`config.mk`:
```
export PLATFORM = sky130hd
export DESIGN_NAME = seq_sat_counter
export DESIGN_NICKNAME = d
export VERILOG_FILES = /design/src/rtl/seq_sat_counter.sv
export SDC_FILE = /design/constraint.sdc
export NUM_CORES = 1
export LEC_CHECK = 0
export CAP_MARGIN = 30
export CORE_AREA = 2 2 47 49
export CTS_BUF_LIST = sky130_fd_sc_hd__clkbuf_4 sky130_fd_sc_hd__clkbuf_8
export CTS_CLUSTER_SIZE = 16
export DETAILED_ROUTE_END_ITERATION = 16
export DIE_AREA = 0 0 49 51
export PLACE_DENSITY = 0.43
export SETUP_SLACK_MARGIN = 0.3
export SYNTH_ARGS = -nofsm -noshare
export SYNTH_HDL_FRONTEND = slang
export SYNTH_SLANG_ARGS = --single-unit
```
`constraint.sdc`:
```
create_clock -name clk -period 4.02 [get_ports clk]
set_input_delay 0.804 -clock clk [delete_from_list [all_inputs] [get_ports clk]]
set_output_delay 0.804 -clock clk [all_outputs]
set_load 0.02 [all_outputs]
```
`src/rtl/seq_sat_counter.sv`:
```
// Saturating up-counter with synchronous clear (clear wins over increment).
module seq_sat_counter #(
   parameter int WIDTH = 8
) (
   input  logic             clk,
   input  logic             rst_n,
   input  logic             inc,
   input  logic             clr,
   output logic [WIDTH-1:0] count
);

   always_ff @(posedge clk or negedge rst_n) begin
      if (!rst_n) begin
         count <= '0;
      end else if (clr) begin
         count <= '0;
      end else if (inc && (count != {WIDTH{1'b1}})) begin
         count <= count + 1'b1;
      end
   end

endmodule

```
# Word-level counts from Yosys, hierarchy flattened
# Cells that the tools add are included.
# totals
reg_bits,8
latchBits,0
ram_bits,0
mem_bits_ro,0
input_bits,4
out_inout_bits,8
mem_count,0
# classes
add_sub_neg,1
multipliers,0
div_mod_pow,0
n_lt_le_gt_ge,0
n_eq_ne,1
n_shift,0
mux,2
bitwise,0
reduce_logical,2
# ops
cell,n
8-bit two-way mux,2
8-bit by 1-bit adder with 8-bit output (second input constant),1
8-bit != test (second input constant),1
2-bit nonzero test,1
1-bit logical AND,1

# Longest topological paths before layout
# Gate-level depths: netlist of run 1.
# depth
depth_word,4
mapped_depth,4

# Worst setup path before layout of run 1
# Ideal clock, no wire load.
# synth_path
kind,register -> register
startpoint,register count[0]
endpoint,register count[0]
arrival_time_ps,1567
required_time_ps,3895
path_slack_ps,2329
stages_incl_launch_ff,5
synth_period_minus_slack_ps,1691
path_cell_list,dfrtp_1 -> ha_1 -> and4_2 -> a21boi_1 -> mux2_2
# synth_between
elab_chain_len,3
word_cells_on_any_way,6
cone_classes,add/sub (1); eq/ne (1); mux (2); reduce/logical (2)
# synth_rtl
element,line_no,text
"start, declared",9,output logic [WIDTH-1:0] count
"start signal, assigned",18,count <= count + 1'b1;
8-bit by 1-bit adder with 8-bit output or 8-bit != test (tied branches),"18, 17",
8-bit two-way mux or 1-bit logical AND (tied branches),17,end else if (inc && (count != {WIDTH{1'b1}})) begin
8-bit two-way mux or 2-bit nonzero test (tied branches),--,
# Parallel ways exist; a longest one is shown, timed or not. The select of a mux whose other input is x is not followed.
# A chain may end at the register's enable or synchronous reset.

# Worst setup path in the final report of run 1
# layout_path
startpoint,register count[2]
endpoint,output port count[2]
# No word-level cell between the ends.

==> metrics.txt, run 1 <==
status finished, final reports clean; Finished Cell Area 623 µm²; Avg Synthesized Cell Area 9.47 µm²; PortBufs 11; slew at the pin closest to its max-slew limit 400 ps; Synth top area share 43.1%; max FFs per register 8; DR iter-0 viols 10; normalized max-slew margin 73.3%; DRT antenna net count 0; H-tree Lvls 1; minimum clock period 2150 ps; initial antenna violation count 0; registers with the most flip-flops count x8; drt wl/cell 11.7 µm; first-pass GRT wire length 1700 µm; Setup crit start kind register; Max VDD drop 0.116 mV; Data arrival, critical path 1350 ps; layout cells sized above 1 11.5%; Post-synth EDFFs 0; critical path's top delay family buffers and inverters; Max Buffers Root-to-Sink 2; largest net degree at the start of global routing 12; post-synthesis instance total 49; First-pass DRT Iterations 4; asr flop ratio synth 100%; vias per std cell 4.71; Final Hold Viols 0; WS Path Type reg -> out; routability congestion estimate 0.744; Post-CTS Resized 0; Die Width 49 µm; Synth Warn # 0; Inserted Clock Buffers 3; Synth area leader dfrtp_1; crit path capture type output port; clk_skew 0.552 ps; leakage power 0.000238 µW; crit-path max FO 7; antenna cells 0; Peak Freq 0.465 GHz; Post-synth top flop dfrtp_1; later-pin clock latency in the skew report 240 ps; dpl hpwl 763 µm; Setup Viol. Count Final 0; total gr overflow 0; vias in the first global route 371; Flop pwr share 51.5%; Post-Syn Area 464 µm²; post-CTS setup buffers 0; Die H 51 µm; cell row count 17; Total Power 166 µW; Final #Nets 68; crit path buf inv count 1; post-place instance area 601 µm²; post-synthesis sequential area ratio 43.1%; Slowest cell on crit path clkdlybuf4s50_1; global-route usage over all layers 9.17%; setup total negative slack 0 ps; clock sink total 8; Crit path required time 3220 ps; final wirelength 1040 µm; CTS tree yes; Root Buffer clkbuf_4; Area contributors post-synth dfrtp_1, mux2_2, nor3_1; RSZ-0062 raised after global routing no; P_int 126 µW; # DRC 0; IO Pins 12; Switching Share 23.8%; Max stage delay on crit path 640 ps; combinational group share of total power 12.1%; Synth cell types 28; P&R area growth vs syn 34.2%; part of the cycle the worst path needs 53.5%; Clk pwr share 36.4%; P_sw 39.5 µW; clock slew at reported path FFs 50 ps; Top reg by flops count; Syn Nets 54; Core ar. 2060 µm²; vias 419; Worst Hold Class reg -> reg; register bit count reported by yosys 8; die area 2500 µm²; worst path cell trace clkdlybuf4s50_1; starting density of the core 22.5%; max cap viols 0; Final Max Tran Viols 0; pwr/cell area 266 nW/µm²; Hold Buf Count CTS 0
per-stage QoR:
stage	hold WS, ps	setup slack, ps	utilization (%)	cells
after detailed placement	571	1760	29.1	86
after global routing	624	1830	30.2	89
after CTS	584	1860	30.2	89
after global placement	576	1780	29.1	86
after floorplan	508	2330	-	49
final	579	1870	30.2	89
final timing paths:
path	from	to	slack, ps	cells after the start
worst max register to register	count[0]	count[0]	2270	4
min in group asynchronous	rst_n	count[6]	850	1
worst min register to register	count[7]	count[7]	580	2
worst min-delay path	count[7]	count[7]	580	2
worst max-delay path	count[2]	count[2]	1870	1
max in group asynchronous	rst_n	count[7]	2890	1
final cells by class:
class	count	area, µm²
flip-flops and latches	8	200
fillers	234	1440
clock buffers	3	22.5
multi-input cells	37	248
well taps	28	35.0
repair buffers	11	110
inverters	2	7.51
per-layer routing:
| layer | share of wire, % | wire, µm | GRT usage, % |
|---|---|---|---|
| met1 | 51 | 527 | 12.2 |
| met2 | 45 | 468 | 12.6 |
| met3 | 3.3 | 34 | 2.34 |
| met4 | 0.87 | 9 | 7.14 |
| met5 | 0 | 0 | 0 |
cells in the final DEF, fill, tap and decap left out:
cell	count
a2111oi_0	1
a211oi_1	1
a21boi_1	1
a21oi_1	3
a31oi_1	1
a41oi_1	1
and3_1	1
and4_1	1
and4_2	1
clkbuf_4	3
clkdlybuf4s50_1	11
dfrtp_1	8
ha_1	1
inv_1	2
mux2_2	2
mux2i_1	1
nand2_1	2
nand2b_1	3
nand3_1	2
nand3_2	1
nand4_1	1
nor2_1	2
nor2b_1	3
nor3_1	4
nor3b_1	1
nor4_1	1
o21ai_0	1
or3_1	1
power by group through the flow:
stage	registers [µW]	logic (µW)	clock network (µW)
floorplan	88.7	8.21	0
detailed placement	86.9	20.3	0
CTS	85.5	20.4	64.6
global placement	87.0	20.5	0
global route	86.0	21.7	68.6
finish	85.4	20.0	60.3
synth_stat cells (2+ instances only):
library cell  instances
a21oi_1               3
nor2_1                2
nor3_1                4
nand3_1               2
nor2b_1               3
dfrtp_1               8
nand2_1               2
mux2_2                2
inv_1                 2
nand2b_1              3
kinds of logic (layout without fill, tap and decap cells):
group,Yosys count,count (layout),share of synthesized area [%]
adder cells (fa/ha/maj),1,1,2.69
flip-flops,8,8,43.1
AO/OA/AOI/OAI,9,9,12.7
AND/OR/NAND/NOR,24,24,31.0
buffers and inverters,4,16,3.50
multiplexers,3,3,7.01
(Power assumes the default switching activity.)
==> run 2: changes to the inputs <==
--- a/config.mk
+++ b/config.mk
@@ -11,7 +11,7 @@
 export CTS_CLUSTER_SIZE = 16
 export DETAILED_ROUTE_END_ITERATION = 16
 export DIE_AREA = 0 0 49 51
-export PLACE_DENSITY = 0.43
+export PLACE_DENSITY = 0.45
 export SETUP_SLACK_MARGIN = 0.3
 export SYNTH_ARGS = -nofsm -noshare
 export SYNTH_HDL_FRONTEND = slang
==> constraint.sdc (replaced) <==
create_clock -name clk -period 1.7 [get_ports clk]
set_input_delay 0.34 -clock clk [delete_from_list [all_inputs] [get_ports clk]]
set_output_delay 0.34 -clock clk [all_outputs]
set_load 0.02 [all_outputs]
==> metrics.txt, run 2 (synthesis gave the netlist of run 1 again) <==
status finished, final reports clean; CTS tree yes; RSZ-0062 raised after global routing yes; max FFs per register 8; antenna cells 0; Hold Buf Count CTS 0; crit path buf inv count 0; H-tree Lvls 1; vias in the first global route 427; Top reg by flops count; slew at the pin closest to its max-slew limit 404 ps; Final #Nets 74; dpl hpwl 857 µm; Root Buffer clkbuf_4; P&R area growth vs syn 56.6%; r2r setup slk 300 ps; Die Width 49 µm; Worst Hold Class in -> async; commonest cells after routing, fill and taps aside buf_4, dlygate4sd2_1; setup total negative slack 0 ps; Crit path required time 1850 ps; crit-path max FO 4; vias 457; clk_skew 9.24 ps; clock sink total 8; cell row count 17; Max VDD drop 0.476 mV; clock slew at reported path FFs 60 ps; global-route usage over all layers 11.6%; total gr overflow 0; normalized max-slew margin 73.0%; Finished Layout Cells 96; first-pass GRT wire length 2090 µm; Final Max Tran Viols 0; worst slack, placed 19.4 ps; Core ar. 2060 µm²; Data arrival, critical path 1550 ps; Inserted Clock Buffers 3; Placed Cells 88; drt wl/cell 12.6 µm; crit path capture type register; initial antenna violation count 0; starting density of the core 22.5%; PortBufs 11; Max stage delay on crit path 440 ps; Max Buffers Root-to-Sink 2; WS Path Type reg -> reg; part of the cycle the worst path needs 82.2%; max cap viols 0; Setup Viol. Count Final 0; Core Util, Final 35.2%; final wirelength 1210 µm; layout cells sized above 1 38.2%; IO Pins 12; minimum clock period 1400 ps; DRT antenna net count 0; die area 2500 µm²; worst path cell trace ha_4, and4_4, a21boi_4, mux2_4; First-pass DRT Iterations 3; leakage power 0.000312 µW; Setup crit start kind register; Die H 51 µm; registers with the most flip-flops count x8; Peak Freq 0.716 GHz; Slowest cell on crit path dfrtp_2; DR iter-0 viols 3; # DRC 0; final setup margin 303 ps; largest net degree at the start of global routing 9; pwr/cell area 617 nW/µm²; later-pin clock latency in the skew report 260 ps; vias per std cell 4.76; Final Hold Viols 0; critical path's top delay family flip-flops; routability congestion estimate 0.714; commonest non-fill, non-tap cell in the layout buf_4
run 2: cell types whose count changed in the layout (fill, tap and decap cells not counted), moves of 2 or more:
cell             previous run  this run
buf_4                       0         6
clkdlybuf4s15_1             0         2
clkdlybuf4s50_1            11         2
dfrtp_1                     8         4
dfrtp_2                     0         4
dlygate4sd2_1               0         5
run 2: worst reg2reg max path, delay by kind of cell (launching register included):
kind / cells / cell delay [ps]
fa+ha+maj: 1 / 180
compound gates: 1 / 160
simple gates: 1 / 200
flops: 1 / 440
mux: 1 / 310
run 2: repair_timing:
| item | 4_1_cts | 5_1_grt |
|---|---|---|
| pin swaps | 2 | 0 |
| setup endpoints to repair | 11 | 9 |
| gates cloned | 0 | 0 |
| gates resized for setup | 13 | 9 |
| buffers inserted | 4 | 0 |
run 2: metal layers:
metal | global-route usage, % | up-vias | share of wire [%]
li1 | - | 220 | -
met1 | 14.7 | 227 | 46
met2 | 16.2 | 8 | 47
met3 | 6.43 | 2 | 5.0
met4 | 4.29 | 0 | 0.99
met5 | 0 | - | 0
run 2: power breakdown:
group | switching, µW | leakage (µW) | total, µW | internal [µW]
registers | 7.20 | 0.000104 | 203 | 196
logic | 31.3 | 0.000190 | 64.8 | 33.5
clock network | 74.1 | 0.0000184 | 180 | 106
total | 113 | 0.000312 | 448 | 336
run 2: through the flow:
step,instance area [µm²],total power (µW),hold WS [ps]
floorplan,488,236,44.4
finish,727,448,370
CTS,708,455,379
global placement,639,264,574
global route,727,480,389
detailed placement,639,267,576
run 2: path summary, 6_finish.rpt:
path                       startpoint  endpoint  cells after the start
min                             rst_n  count[5]                      1
max reg2reg                  count[1]  count[0]                      4
max in group asynchronous       rst_n  count[2]                      1
min in group clk                  inc  count[1]                      3
min reg2reg                  count[7]  count[7]                      2
max                          count[1]  count[0]                      4
run 2: final cells by class:
cell class / instances / area, µm²
Inverter: 2 / 7.51
Tap cell: 28 / 35.0
Sequential cell: 8 / 205
Fill cell: 224 / 1340
Multi-Input combinational cell: 37 / 303
Timing Repair Buffer: 17 / 146
Clock buffer: 4 / 30.0
